==> src/rtl/hub75_scan_ctrl.sv <==
// HUB75 panel scan driver: shifts one BCM bit-plane per pass from a dual-half
// framebuffer, latches it, then lights the row for BASE_TIME<<plane cycles.
module hub75_scan_ctrl #(
  parameter int COLS       = 64,
  parameter int ROW_ADDR_W = 4,
  parameter int COLOR_BITS = 1,
  parameter int BASE_TIME  = 8
) (
  input  logic                      clk,
  input  logic                      rst,
  input  logic                      enable,
  output logic                      pix_rd_en,
  output logic [$clog2(COLS)-1:0]   pix_col,
  output logic [ROW_ADDR_W-1:0]     pix_row,
  input  logic [3*COLOR_BITS-1:0]   pix_data0,
  input  logic [3*COLOR_BITS-1:0]   pix_data1,
  output logic [ROW_ADDR_W-1:0]     row_addr,
  output logic                      R0,
  output logic                      G0,
  output logic                      B0,
  output logic                      R1,
  output logic                      G1,
  output logic                      B1,
  output logic                      sclk,
  output logic                      LAT,
  output logic                      OE,
  output logic                      frame_start
);
  localparam int COL_W   = $clog2(COLS);
  localparam int PLANE_W = (COLOR_BITS > 1) ? $clog2(COLOR_BITS) : 1;
  localparam int CNT_W   = $clog2(BASE_TIME << (COLOR_BITS - 1)) + 1;

  typedef enum logic [2:0] {
    S_IDLE, S_PREFETCH, S_SHIFT, S_BLANK, S_LATCH, S_DISPLAY
  } state_e;

  state_e                state_q, state_d;
  logic                  phase_q, phase_d;
  logic [COL_W-1:0]      col_q, col_d;
  logic [ROW_ADDR_W-1:0] row_q, row_d;
  logic [PLANE_W-1:0]    plane_q, plane_d;
  logic [CNT_W-1:0]      cnt_q, cnt_d;

  logic                  rd_en_q, rd_en_d;
  logic [COL_W-1:0]      pix_col_q, pix_col_d;
  logic [ROW_ADDR_W-1:0] pix_row_q, pix_row_d;
  logic [ROW_ADDR_W-1:0] row_addr_q, row_addr_d;
  logic [5:0]            rgb_q, rgb_d;
  logic                  sclk_q, sclk_d;
  logic                  lat_q, lat_d;
  logic                  oe_q, oe_d;
  logic                  fs_q, fs_d;

  always_comb begin
    int unsigned pidx;
    pidx       = 32'(plane_q);
    state_d    = state_q;
    phase_d    = phase_q;
    col_d      = col_q;
    row_d      = row_q;
    plane_d    = plane_q;
    cnt_d      = cnt_q;
    rd_en_d    = 1'b0;
    pix_col_d  = pix_col_q;
    pix_row_d  = pix_row_q;
    row_addr_d = row_addr_q;
    rgb_d      = rgb_q;
    sclk_d     = 1'b0;
    lat_d      = 1'b0;
    oe_d       = 1'b1;
    fs_d       = 1'b0;
    case (state_q)
      S_IDLE: begin
        if (enable) begin
          state_d   = S_PREFETCH;
          rd_en_d   = 1'b1;
          pix_col_d = '0;
          pix_row_d = row_q;
          fs_d      = (row_q == '0) && (plane_q == '0);
        end
      end
      S_PREFETCH: begin
        state_d = S_SHIFT;
        phase_d = 1'b0;
        col_d   = '0;
      end
      S_SHIFT: begin
        // Data for column k arrives during ph0 and is presented with the sclk rise,
        // while the read for column k+1 is issued in the same ph1 cycle.
        if (!phase_q) begin
          phase_d = 1'b1;
          sclk_d  = 1'b1;
          rgb_d   = {pix_data0[2*COLOR_BITS + pidx], pix_data0[COLOR_BITS + pidx],
                     pix_data0[pidx],
                     pix_data1[2*COLOR_BITS + pidx], pix_data1[COLOR_BITS + pidx],
                     pix_data1[pidx]};
          if (col_q != COL_W'(COLS - 1)) begin
            rd_en_d   = 1'b1;
            pix_col_d = col_q + 1'b1;
          end
        end else begin
          phase_d = 1'b0;
          if (col_q == COL_W'(COLS - 1)) begin
            state_d    = S_BLANK;
            row_addr_d = row_q;
          end else begin
            col_d = col_q + 1'b1;
          end
        end
      end
      S_BLANK: begin
        state_d = S_LATCH;
        lat_d   = 1'b1;
      end
      S_LATCH: begin
        state_d = S_DISPLAY;
        oe_d    = 1'b0;
        cnt_d   = CNT_W'((BASE_TIME << plane_q) - 1);
      end
      S_DISPLAY: begin
        if (cnt_q == '0) begin
          if (plane_q == PLANE_W'(COLOR_BITS - 1)) begin
            plane_d = '0;
            row_d   = row_q + 1'b1;
          end else begin
            plane_d = plane_q + 1'b1;
          end
          if (enable) begin
            state_d   = S_PREFETCH;
            rd_en_d   = 1'b1;
            pix_col_d = '0;
            pix_row_d = row_d;
            fs_d      = (row_d == '0) && (plane_d == '0);
          end else begin
            state_d = S_IDLE;
          end
        end else begin
          cnt_d = cnt_q - 1'b1;
          oe_d  = 1'b0;
        end
      end
      default: state_d = S_IDLE;
    endcase
  end

  always_ff @(posedge clk or posedge rst) begin
    if (rst) begin
      state_q    <= S_IDLE;
      phase_q    <= 1'b0;
      col_q      <= '0;
      row_q      <= '0;
      plane_q    <= '0;
      cnt_q      <= '0;
      rd_en_q    <= 1'b0;
      pix_col_q  <= '0;
      pix_row_q  <= '0;
      row_addr_q <= '0;
      rgb_q      <= '0;
      sclk_q     <= 1'b0;
      lat_q      <= 1'b0;
      oe_q       <= 1'b1;
      fs_q       <= 1'b0;
    end else begin
      state_q    <= state_d;
      phase_q    <= phase_d;
      col_q      <= col_d;
      row_q      <= row_d;
      plane_q    <= plane_d;
      cnt_q      <= cnt_d;
      rd_en_q    <= rd_en_d;
      pix_col_q  <= pix_col_d;
      pix_row_q  <= pix_row_d;
      row_addr_q <= row_addr_d;
      rgb_q      <= rgb_d;
      sclk_q     <= sclk_d;
      lat_q      <= lat_d;
      oe_q       <= oe_d;
      fs_q       <= fs_d;
    end
  end

  assign pix_rd_en   = rd_en_q;
  assign pix_col     = pix_col_q;
  assign pix_row     = pix_row_q;
  assign row_addr    = row_addr_q;
  assign {R0, G0, B0, R1, G1, B1} = rgb_q;
  assign sclk        = sclk_q;
  assign LAT         = lat_q;
  assign OE          = oe_q;
  assign frame_start = fs_q;
endmodule
==> config.mk <==
export PLATFORM = sky130hd
export DESIGN_NAME = hub75_scan_ctrl
export DESIGN_NICKNAME = d
export VERILOG_FILES = /design/src/rtl/hub75_scan_ctrl.sv
export SDC_FILE = /design/constraint.sdc
export NUM_CORES = 1
export LEC_CHECK = 0
export CAP_MARGIN = 20
export CORE_MARGIN = 2
export CORE_UTILIZATION = 55
export CTS_BUF_LIST = sky130_fd_sc_hd__clkbuf_8
export CTS_CLUSTER_SIZE = 8
export DETAILED_ROUTE_END_ITERATION = 8
export PLACE_DENSITY = 0.85
export SYNTH_ARGS = -nofsm -noshare
export SYNTH_HDL_FRONTEND = slang
export SYNTH_SLANG_ARGS = --single-unit
export TNS_END_PERCENT = 10
==> constraint.sdc <==
create_clock -name clk -period 2.2 [get_ports clk]
set_input_delay 0.33 -clock clk [delete_from_list [all_inputs] [get_ports clk]]
set_output_delay 0.33 -clock clk [all_outputs]
set_load 0.01 [all_outputs]
==> results.py, run 1 <==
metrics = {
    "status": {
        "status": "finished clean",
    },
    "cts": {
        "ctsHoldBuffers": 0,
        "cts_tree": "yes",
        "cts_root_buf": "clkbuf_8",
        "htreeDepth": 2,
        "cts_resized": 0,
        "ctsLongestPathBuffers": 2,
        "cts_sinks": 43,
        "clk_pin_slew_ns": 0.08,
        "cts_buffers": 5,
        "cts_setup_buffers": 0,
        "clk_latency_ns": 0.29,
    },
    "synthesis": {
        "syn_nets": 195,
        "synth_most_common_cell": "dfrtp_1",
        "ys_ff_latch": 43,
        "synth.largest_area_cell": "dfrtp_1",
        "avgSynthCellArea_um2": 11.5,
        "synth-async-reset-ratio_pct": 100,
        "ys_warn_count": 0,
        "synth.distinct_cells": 40,
        "ys_seq_area_share_pct": 51.9,
        "synthCells": 180,
        "yosys-top-cells-area": "dfrtp_1 (51%), mux2_2 (9.8%), ha_1 (3.6%), xnor2_1 (3.4%), nand3_1 (2.7%)",
        "synth_top_area_share_pct": 50.7,
        "mappedNetlistArea_um2": 2070,
        "synth_edf_count": 0,
        "synthTopCellsByCount": "dfrtp_1 (42), mux2_2 (18), nand2_1 (14), nand3_1 (11), nor2_1 (10)",
        "synth-main-ff-cell": "dfrtp_1",
    },
    "floorplanning": {
        "io-pin-count": 34,
        "die_h_um": 65.4,
        "initial_core_util_pct": 57.1,
        "die_w_um": 65.4,
        "core_area_um2": 3630,
        "rows": 22,
        "fp.dieArea_um2": 4280,
    },
    "pwr": {
        "pwr-share-seq_pct": 59.1,
        "power.leakage_nw": 1.12,
        "internal_power_mw": 1.07,
        "sw_frac_of_total_pct": 20.7,
        "power_frac_clock_pct": 37.1,
        "power_mw": 1.35,
        "power_frac_comb_pct": 3.8,
        "p_per_area_nw_per_um2": 529,
        "switching_power_uw": 280,
        "max-vdd-ir-drop_mv": 0.312,
    },
    "place": {
        "dp_cells": 260,
        "io_buffers": 33,
        "dpl.hpwl_mm": 2.89,
        "post-place-ws_ns": 0.244,
        "routabilityCongestion": 0.879,
    },
    "route": {
        "antenna_left": 0,
        "viasPerCell": 5.41,
        "wirelength_mm": 3.95,
        "drt_iter0_markers": 54,
        "drcViolationCount": 0,
        "wl_per_cell_um": 14.7,
        "dr.pass1.iters": 4,
        "vias": 1449,
    },
    "timing": {
        "fin_worst_skew_ns": 0.00582,
        "relSlewSlack_pct": 57.0,
        "period_share_pct": 89.2,
        "worstMarginPinSlew_ns": 0.644,
        "rsz0062_at_grt": "false",
        "fin_ws_ns": 0.238,
        "setup_tns_ns": 0,
        "hold_viol": 0,
        "period_minus_slack_ns": 1.96,
        "timing.fmax_ghz": 0.510,
        "setup_viol": 0,
        "drv_slew": 0,
    },
    "finish": {
        "layout.nets": 234,
        "drive_above_1_share_pct": 19.1,
        "n_antenna_cell": 0,
        "layout.cells.non_filler": 268,
        "fin_util_pct": 70.4,
        "syn_to_final_growth_pct": 23.2,
    },
    "global_route": {
        "grt-ovfl-total": 0,
        "use_met1_pct": 26.3,
        "met3_usage_pct": 5.14,
        "antenna_found_initial": 0,
        "grt_max_degree": 44,
        "use_met2_pct": 38.1,
        "globalRouteTotalUtil_pct": 21.7,
        "top_usage_layer": "met2",
        "grt_pass1_vias": 1485,
        "grt_pass1_wl_mm": 6.92,
    },
    "worst_setup_path": {
        "crit_arrival_ns": 2.14,
        "path_max_fanout": 8,
        "reg2reg_to": "row_addr[2]",
        "critPathCaptureType": "flop",
        "startpoint_type": "flop",
        "crit-reg2reg-launch": "state_q[1]",
        "crit_type": "flop to flop",
        "ff2ff_setup_slack_ns": 0.24,
        "rr_worst_depth": 5,
        "worstPathRequired_ns": 2.38,
    },
    "hold_path": {
        "hp-class": "primary input to asynchronous set/reset pin",
    },
    "flow_run": {
        "cap_violations": 0,
    },
}
==> power by group through the flow <==
| stage | sequential [mW] | combinational, mW | clock, mW |
|---|---|---|---|
| floorplan | 0.816 | 0.0174 | 0 |
| global placement | 0.813 | 0.0518 | 0 |
| detailed placement | 0.814 | 0.0535 | 0 |
| CTS | 0.798 | 0.0535 | 0.518 |
| global route | 0.799 | 0.0570 | 0.558 |
| finish | 0.798 | 0.0514 | 0.502 |
==> logic make-up (layout without fill, tap and decap cells) <==
family | Yosys count | in the layout | share of synthesized area [%]
compound gates | 24 | 24 | 7.60
xor+xnor | 14 | 14 | 5.91
fa+ha+maj | 7 | 7 | 4.10
buf+inv | 14 | 54 | 3.44
flops | 43 | 43 | 51.9
mux | 21 | 21 | 11.7
simple gates | 57 | 57 | 15.3
==> flip-flops by register name, indices dropped and copies added, names as in the netlist, 3 cells and up <==
signal	flops
cnt_q	4
col_q	6
pix_col	6
pix_row	4
rgb_q	6
row_addr	4
row_q	4
state_q	3
==> cell usage in the layout, fill, tap and decap left out, types with 2 or more instances in the layout <==
master,count
dfrtp_1,42
clkdlybuf4s50_1,33
mux2_2,18
nand2_1,14
nand3_1,11
nor2_1,10
xnor2_1,8
inv_1,8
o21ai_0,8
a21oi_1,7
nor3_1,6
xor2_1,6
ha_1,6
clkbuf_8,6
buf_4,6
nand2b_1,3
nor3b_1,2
mux2_4,2
nand3b_1,2
o2bb2ai_1,2
==> layout make-up <==
cell class                 count  area, µm²
tap                           48       60.1
sequential                    43       1080
inverter                       7       26.3
clock inverter                 2       8.76
multi-input combinational    123        926
clock buffer                   6       82.6
fill                         276       1080
timing repair buffer          39        375
==> worst max-delay path: stages (launching register included) <==
cell and delay, ns:
dfrtp_1 0.47, or3b_1 0.40, buf_4 0.17, nor3_1 0.29, nand2_1 0.20, mux2_2 0.32
==> how the worst max path moves through the flow <==
| stage | cells after the start | end | start |
|---|---|---|---|
| after global placement | 5 | row_addr[1] | state_q[1] |
| final | 5 | row_addr[2] | state_q[1] |
| after CTS | 5 | row_addr[2] | state_q[1] |
| after global routing | 6 | cnt_q[1] | cnt_q[0] |
| after floorplan | 6 | col_q[1] | state_q[0] |
| after detailed placement | 5 | row_addr[2] | state_q[1] |
==> per-layer routing <==
metal	share of wire, %	vias up
met1	44	724
met2	52	19
met4	1.4	0
met5	0	-
li1	-	699
met3	2.4	7
==> through the flow <==
| step | hold slack (ns) | cell area [µm²] |
|---|---|---|
| final | 0.467 | 2560 |
| after global routing | 0.527 | 2560 |
| after CTS | 0.495 | 2560 |
| after detailed placement | 0.478 | 2460 |
| after global placement | 0.466 | 2460 |
| after floorplan | 0.452 | 2070 |
No activity file was read; power rests on OpenSTA's default activity.
==> run 2, diff against run 1 <==
--- a/config.mk
+++ b/config.mk
@@ -7,11 +7,11 @@
 export LEC_CHECK = 0
 export CAP_MARGIN = 20
 export CORE_MARGIN = 2
-export CORE_UTILIZATION = 55
+export CORE_UTILIZATION = 59
 export CTS_BUF_LIST = sky130_fd_sc_hd__clkbuf_8
 export CTS_CLUSTER_SIZE = 8
 export DETAILED_ROUTE_END_ITERATION = 8
-export PLACE_DENSITY = 0.85
+export PLACE_DENSITY = 0.9
 export SYNTH_ARGS = -nofsm -noshare
 export SYNTH_HDL_FRONTEND = slang
 export SYNTH_SLANG_ARGS = --single-unit
==> constraint.sdc (replaced) <==
create_clock -name clk -period 2.35 [get_ports clk]
set_input_delay 0.3525 -clock clk [delete_from_list [all_inputs] [get_ports clk]]
set_output_delay 0.3525 -clock clk [all_outputs]
set_load 0.01 [all_outputs]
==> results.py, run 2 (synthesis gave the netlist of run 1 again) <==
metrics = {
    "status": {
        "status": "finished clean",
    },
    "floorplanning": {
        "io-pin-count": 34,
        "initial_core_util_pct": 61.7,
        "rows": 21,
        "core_area_um2": 3360,
        "die_w_um": 63.3,
        "die_h_um": 63.3,
        "fp.dieArea_um2": 4010,
    },
    "place": {
        "routabilityCongestion": 0.877,
        "post-place-ws_ns": 0.268,
        "io_buffers": 33,
        "dpl.hpwl_mm": 3.13,
    },
    "route": {
        "dr_wl_met3_um": 177,
        "wirelength_mm": 4.03,
        "dr.pass1.iters": 4,
        "antenna_left": 0,
        "drcViolationCount": 0,
        "drt-met1-wl_mm": 1.58,
        "vias": 1472,
        "wl_per_cell_um": 15.2,
        "drt_iter0_markers": 63,
        "viasPerCell": 5.58,
        "highest_layer": "met4",
        "wl_met2_mm": 2.21,
    },
    "finish": {
        "n_fill_cell": 250,
        "final_common_cell": "dfrtp_1",
        "n_antenna_cell": 0,
        "final_cell_mix": "dfrtp_1 (42), clkdlybuf4s50_1 (33), mux2_2 (18)",
        "drive_above_1_share_pct": 18.8,
        "layout.nets": 233,
        "syn_to_final_growth_pct": 22.6,
    },
    "worst_setup_path": {
        "rr_worst_depth": 4,
        "crit_start": "state_q[0]",
        "path_max_fanout": 9,
        "startpoint_type": "flop",
        "crit_arrival_ns": 2.27,
        "crit_type": "flop to flop",
        "critPathCaptureType": "flop",
        "crit-reg2reg-launch": "state_q[0]",
        "ff2ff_setup_slack_ns": 0.26,
        "reg2reg_to": "col_q[1]",
        "cp_slowest_cell": "or3b_1",
        "endpoint": "col_q[1]",
        "path_cells": "or3b_1 -> or3_4 -> and2_4 -> mux2_4",
        "crit_path_max_incr_delay_ns": 0.54,
        "worstPathRequired_ns": 2.53,
    },
    "hold_path": {
        "hp-class": "primary input to asynchronous set/reset pin",
    },
    "pwr": {
        "internal_power_mw": 1.00,
        "sw_frac_of_total_pct": 19.8,
        "p_per_area_nw_per_um2": 491,
        "pwr-share-seq_pct": 59.9,
        "power_frac_clock_pct": 36.3,
        "power_frac_comb_pct": 3.9,
        "max-vdd-ir-drop_mv": 0.530,
        "power.leakage_nw": 1.10,
        "switching_power_uw": 247,
    },
    "global_route": {
        "grt_max_degree": 44,
        "grt-ovfl-total": 0,
        "grt_pass1_vias": 1601,
        "globalRouteTotalUtil_pct": 23.3,
        "grt_pass1_wl_mm": 7.17,
        "antenna_found_initial": 0,
    },
    "cts": {
        "ctsHoldBuffers": 0,
        "htreeDepth": 2,
        "clk_pin_slew_ns": 0.07,
        "cts_setup_buffers": 0,
        "cts_sinks": 43,
        "cts_tree": "yes",
        "ctsLongestPathBuffers": 2,
        "clk_latency_ns": 0.29,
        "cts_resized": 0,
        "cts_buffers": 5,
        "cts_root_buf": "clkbuf_8",
    },
    "timing": {
        "fin_worst_skew_ns": 0.00844,
        "timing.fmax_ghz": 0.478,
        "period_share_pct": 89.0,
        "hold_viol": 0,
        "worstMarginPinSlew_ns": 0.557,
        "setup_tns_ns": 0,
        "drv_slew": 0,
        "relSlewSlack_pct": 62.8,
        "rsz0062_at_grt": "false",
        "setup_viol": 0,
        "period_minus_slack_ns": 2.09,
        "fin_ws_ns": 0.259,
    },
    "flow_run": {
        "cap_violations": 0,
    },
}
run 2: cell count changes in the layout (fill, tap and decap cells not counted), sizes merged:
| cell | previous run | this run |
|---|---|---|
| buf | 6 | 5 |
| inv | 8 | 7 |
run 2: through the flow:
| step | total power [mW] | hold WS [ns] | instances | utilization [%] | instance area, µm² |
|---|---|---|---|---|---|
| global route | 1.30 | 0.532 | 264 | 75.6 | 2540 |
| global placement | 0.809 | 0.470 | 257 | 73.0 | 2450 |
| detailed placement | 0.812 | 0.481 | 257 | 73.0 | 2450 |
| floorplan | 0.781 | 0.475 | 180 | - | 2070 |
| CTS | 1.27 | 0.497 | 264 | 75.6 | 2540 |
| finish | 1.25 | 0.496 | 264 | 75.6 | 2540 |
run 2: worst min-delay path by stage:
stage,end,slack [ns]
2_1_floorplan,frame_start,0.47
3_3_place_gp,pix_row[3],0.47
3_5_place_dp,pix_row[0],0.48
4_1_cts,pix_row[0],0.50
5_1_grt,rgb_q[4],0.53
6_report,pix_rd_en,0.50
run 2: metal layers:
| metal | vias up | track usage [%] |
|---|---|---|
| met2 | 43 | 40.3 |
| met5 | - | 0 |
| met3 | 6 | 6.25 |
| met1 | 731 | 27.2 |
| li1 | 692 | - |
| met4 | 0 | 10.6 |
run 2: power by group through the flow:
| stage | clock network (mW) | registers, mW | logic (mW) |
|---|---|---|---|
| detailed placement | 0 | 0.762 | 0.0496 |
| global placement | 0 | 0.761 | 0.0478 |
| CTS | 0.473 | 0.747 | 0.0498 |
| global route | 0.498 | 0.748 | 0.0534 |
| floorplan | 0 | 0.764 | 0.0162 |
| finish | 0.453 | 0.747 | 0.0481 |
run 2: worst max-delay path, delay by kind of cell, from the launching register on:
kind | cells | cell delay, ns
multiplexers | 1 | 0.29
AND/OR/NAND/NOR | 3 | 1.17
flip-flops | 1 | 0.51
run 2: cell type report:
class	instances	area (µm²)	share of cell area (%)
repair buffers	38	368	14.5
flip-flops and latches	43	1080	42.4
well taps	46	57.6	2.26
clock buffers	6	82.6	3.25
multi-input cells	123	926	36.4
clock inverters	1	5.00	0.197
inverters	7	26.3	1.03
==> run 3, diff against run 2 <==
--- a/config.mk
+++ b/config.mk
@@ -5,13 +5,12 @@
 export SDC_FILE = /design/constraint.sdc
 export NUM_CORES = 1
 export LEC_CHECK = 0
-export CAP_MARGIN = 20
 export CORE_MARGIN = 2
-export CORE_UTILIZATION = 59
+export CORE_UTILIZATION = 24
 export CTS_BUF_LIST = sky130_fd_sc_hd__clkbuf_8
 export CTS_CLUSTER_SIZE = 8
 export DETAILED_ROUTE_END_ITERATION = 8
-export PLACE_DENSITY = 0.9
+export PLACE_DENSITY = 0.45
 export SYNTH_ARGS = -nofsm -noshare
 export SYNTH_HDL_FRONTEND = slang
 export SYNTH_SLANG_ARGS = --single-unit
==> results.py, run 3 (synthesis gave the netlist of run 1 again) <==
metrics = {
    "status": {
        "status": "finished clean",
    },
    "timing": {
        "relSlewSlack_pct": 59.2,
        "rsz0062_at_grt": "false",
        "period_minus_slack_ns": 2.06,
        "worstMarginPinSlew_ns": 0.611,
        "period_share_pct": 87.5,
        "setup_viol": 0,
        "hold_viol": 0,
        "fin_worst_skew_ns": 0.00697,
        "drv_slew": 0,
        "setup_tns_ns": 0,
        "fin_ws_ns": 0.294,
        "timing.fmax_ghz": 0.486,
    },
    "floorplanning": {
        "initial_core_util_pct": 25.0,
        "die_h_um": 97.0,
        "fp.dieArea_um2": 9400,
        "io-pin-count": 34,
        "core_area_um2": 8300,
        "rows": 33,
        "die_w_um": 97.0,
    },
    "cts": {
        "ctsHoldBuffers": 0,
        "clk_latency_ns": 0.30,
        "cts_sinks": 43,
        "ctsLongestPathBuffers": 2,
        "cts_buffers": 5,
        "cts_tree": "yes",
        "cts_setup_buffers": 0,
        "cts_root_buf": "clkbuf_8",
        "cts_resized": 0,
        "clk_pin_slew_ns": 0.09,
        "htreeDepth": 2,
    },
    "global_route": {
        "grt_pass1_vias": 1427,
        "grt_pass1_wl_mm": 7.20,
        "grt_max_degree": 24,
        "antenna_found_initial": 0,
        "grt-ovfl-total": 0,
        "globalRouteTotalUtil_pct": 9.55,
    },
    "worst_setup_path": {
        "crit_type": "flop to flop",
        "path_max_fanout": 9,
        "ff2ff_setup_slack_ns": 0.29,
        "worstPathRequired_ns": 2.54,
        "startpoint_type": "flop",
        "crit_arrival_ns": 2.24,
        "rr_worst_depth": 4,
        "crit-reg2reg-launch": "state_q[1]",
        "critPathCaptureType": "flop",
        "reg2reg_to": "col_q[3]",
    },
    "route": {
        "viasPerCell": 4.32,
        "antenna_left": 0,
        "wirelength_mm": 4.15,
        "vias": 1403,
        "dr.pass1.iters": 4,
        "wl_per_cell_um": 12.8,
        "drcViolationCount": 0,
        "drt_iter0_markers": 36,
    },
    "place": {
        "io_buffers": 33,
        "dpl.hpwl_mm": 3.01,
        "routabilityCongestion": 0.811,
        "post-place-ws_ns": 0.320,
    },
    "pwr": {
        "max-vdd-ir-drop_mv": 0.184,
        "power.leakage_nw": 1.13,
        "power_mw": 1.41,
        "p_per_area_nw_per_um2": 529,
    },
    "finish": {
        "syn_to_final_growth_pct": 28.5,
        "drive_above_1_share_pct": 20.0,
        "fin_util_pct": 32.1,
        "final_cell_mix": "dfrtp_1 (42), clkdlybuf4s50_1 (33), mux2_2 (18)",
        "layout.nets": 234,
        "n_antenna_cell": 0,
        "n_fill_cell": 856,
        "final_common_cell": "dfrtp_1",
    },
    "flow_run": {
        "cap_violations": 0,
    },
    "hold_path": {
        "hp-class": "primary input to asynchronous set/reset pin",
    },
}
-- run 3: where the power goes --
group	internal (mW)	switching [mW]	total (mW)
combinational	0.0280	0.0234	0.0513
sequential	0.744	0.00257	0.747
clock	0.344	0.268	0.612
total	1.12	0.294	1.41
-- run 3: area by class of cell --
type | instances | area, µm² | share of cell area, %
Clock buffer | 6 | 82.6 | 3.10
Clock inverter | 2 | 35.0 | 1.31
Inverter | 7 | 26.3 | 0.985
Multi-Input combinational cell | 123 | 926 | 34.7
Sequential cell | 43 | 1080 | 40.4
Tap cell | 105 | 131 | 4.93
Timing Repair Buffer | 39 | 388 | 14.5
-- run 3: metal layers --
| metal | track usage [%] | vias up | wire (µm) |
|---|---|---|---|
| li1 | - | 697 | - |
| met1 | 13.6 | 661 | 2130 |
| met2 | 13.7 | 37 | 1750 |
| met3 | 1.81 | 8 | 173 |
| met4 | 4.88 | 0 | 92 |
| met5 | 0 | - | 0 |
-- run 3: how the worst max path moves through the flow --
stage                     slack, ns        from  cells past startpoint  endpoint
after floorplan                0.39  state_q[0]                      6  col_q[1]
after global placement         0.36  state_q[1]                      4  col_q[3]
after detailed placement       0.32  state_q[1]                      4  col_q[1]
after CTS                      0.28  state_q[1]                      4  col_q[1]
after global routing           0.20  state_q[1]                      4  col_q[1]
final                          0.29  state_q[1]                      4  col_q[3]
-- run 3: per-stage QoR --
| step | instance area (µm²) | hold slack (ns) | std cells |
|---|---|---|---|
| floorplan | 2070 | 0.475 | 180 |
| global placement | 2550 | 0.464 | 317 |
| detailed placement | 2550 | 0.471 | 317 |
| CTS | 2670 | 0.411 | 325 |
| global route | 2670 | 0.454 | 325 |
| finish | 2670 | 0.385 | 325 |
-- run 3: worst max-delay path, stage by stage (launching register included) --
cell	delay, ns
dfrtp_1	0.46
or3b_1	0.54
or3_4	0.47
and2_4	0.17
mux2_4	0.30
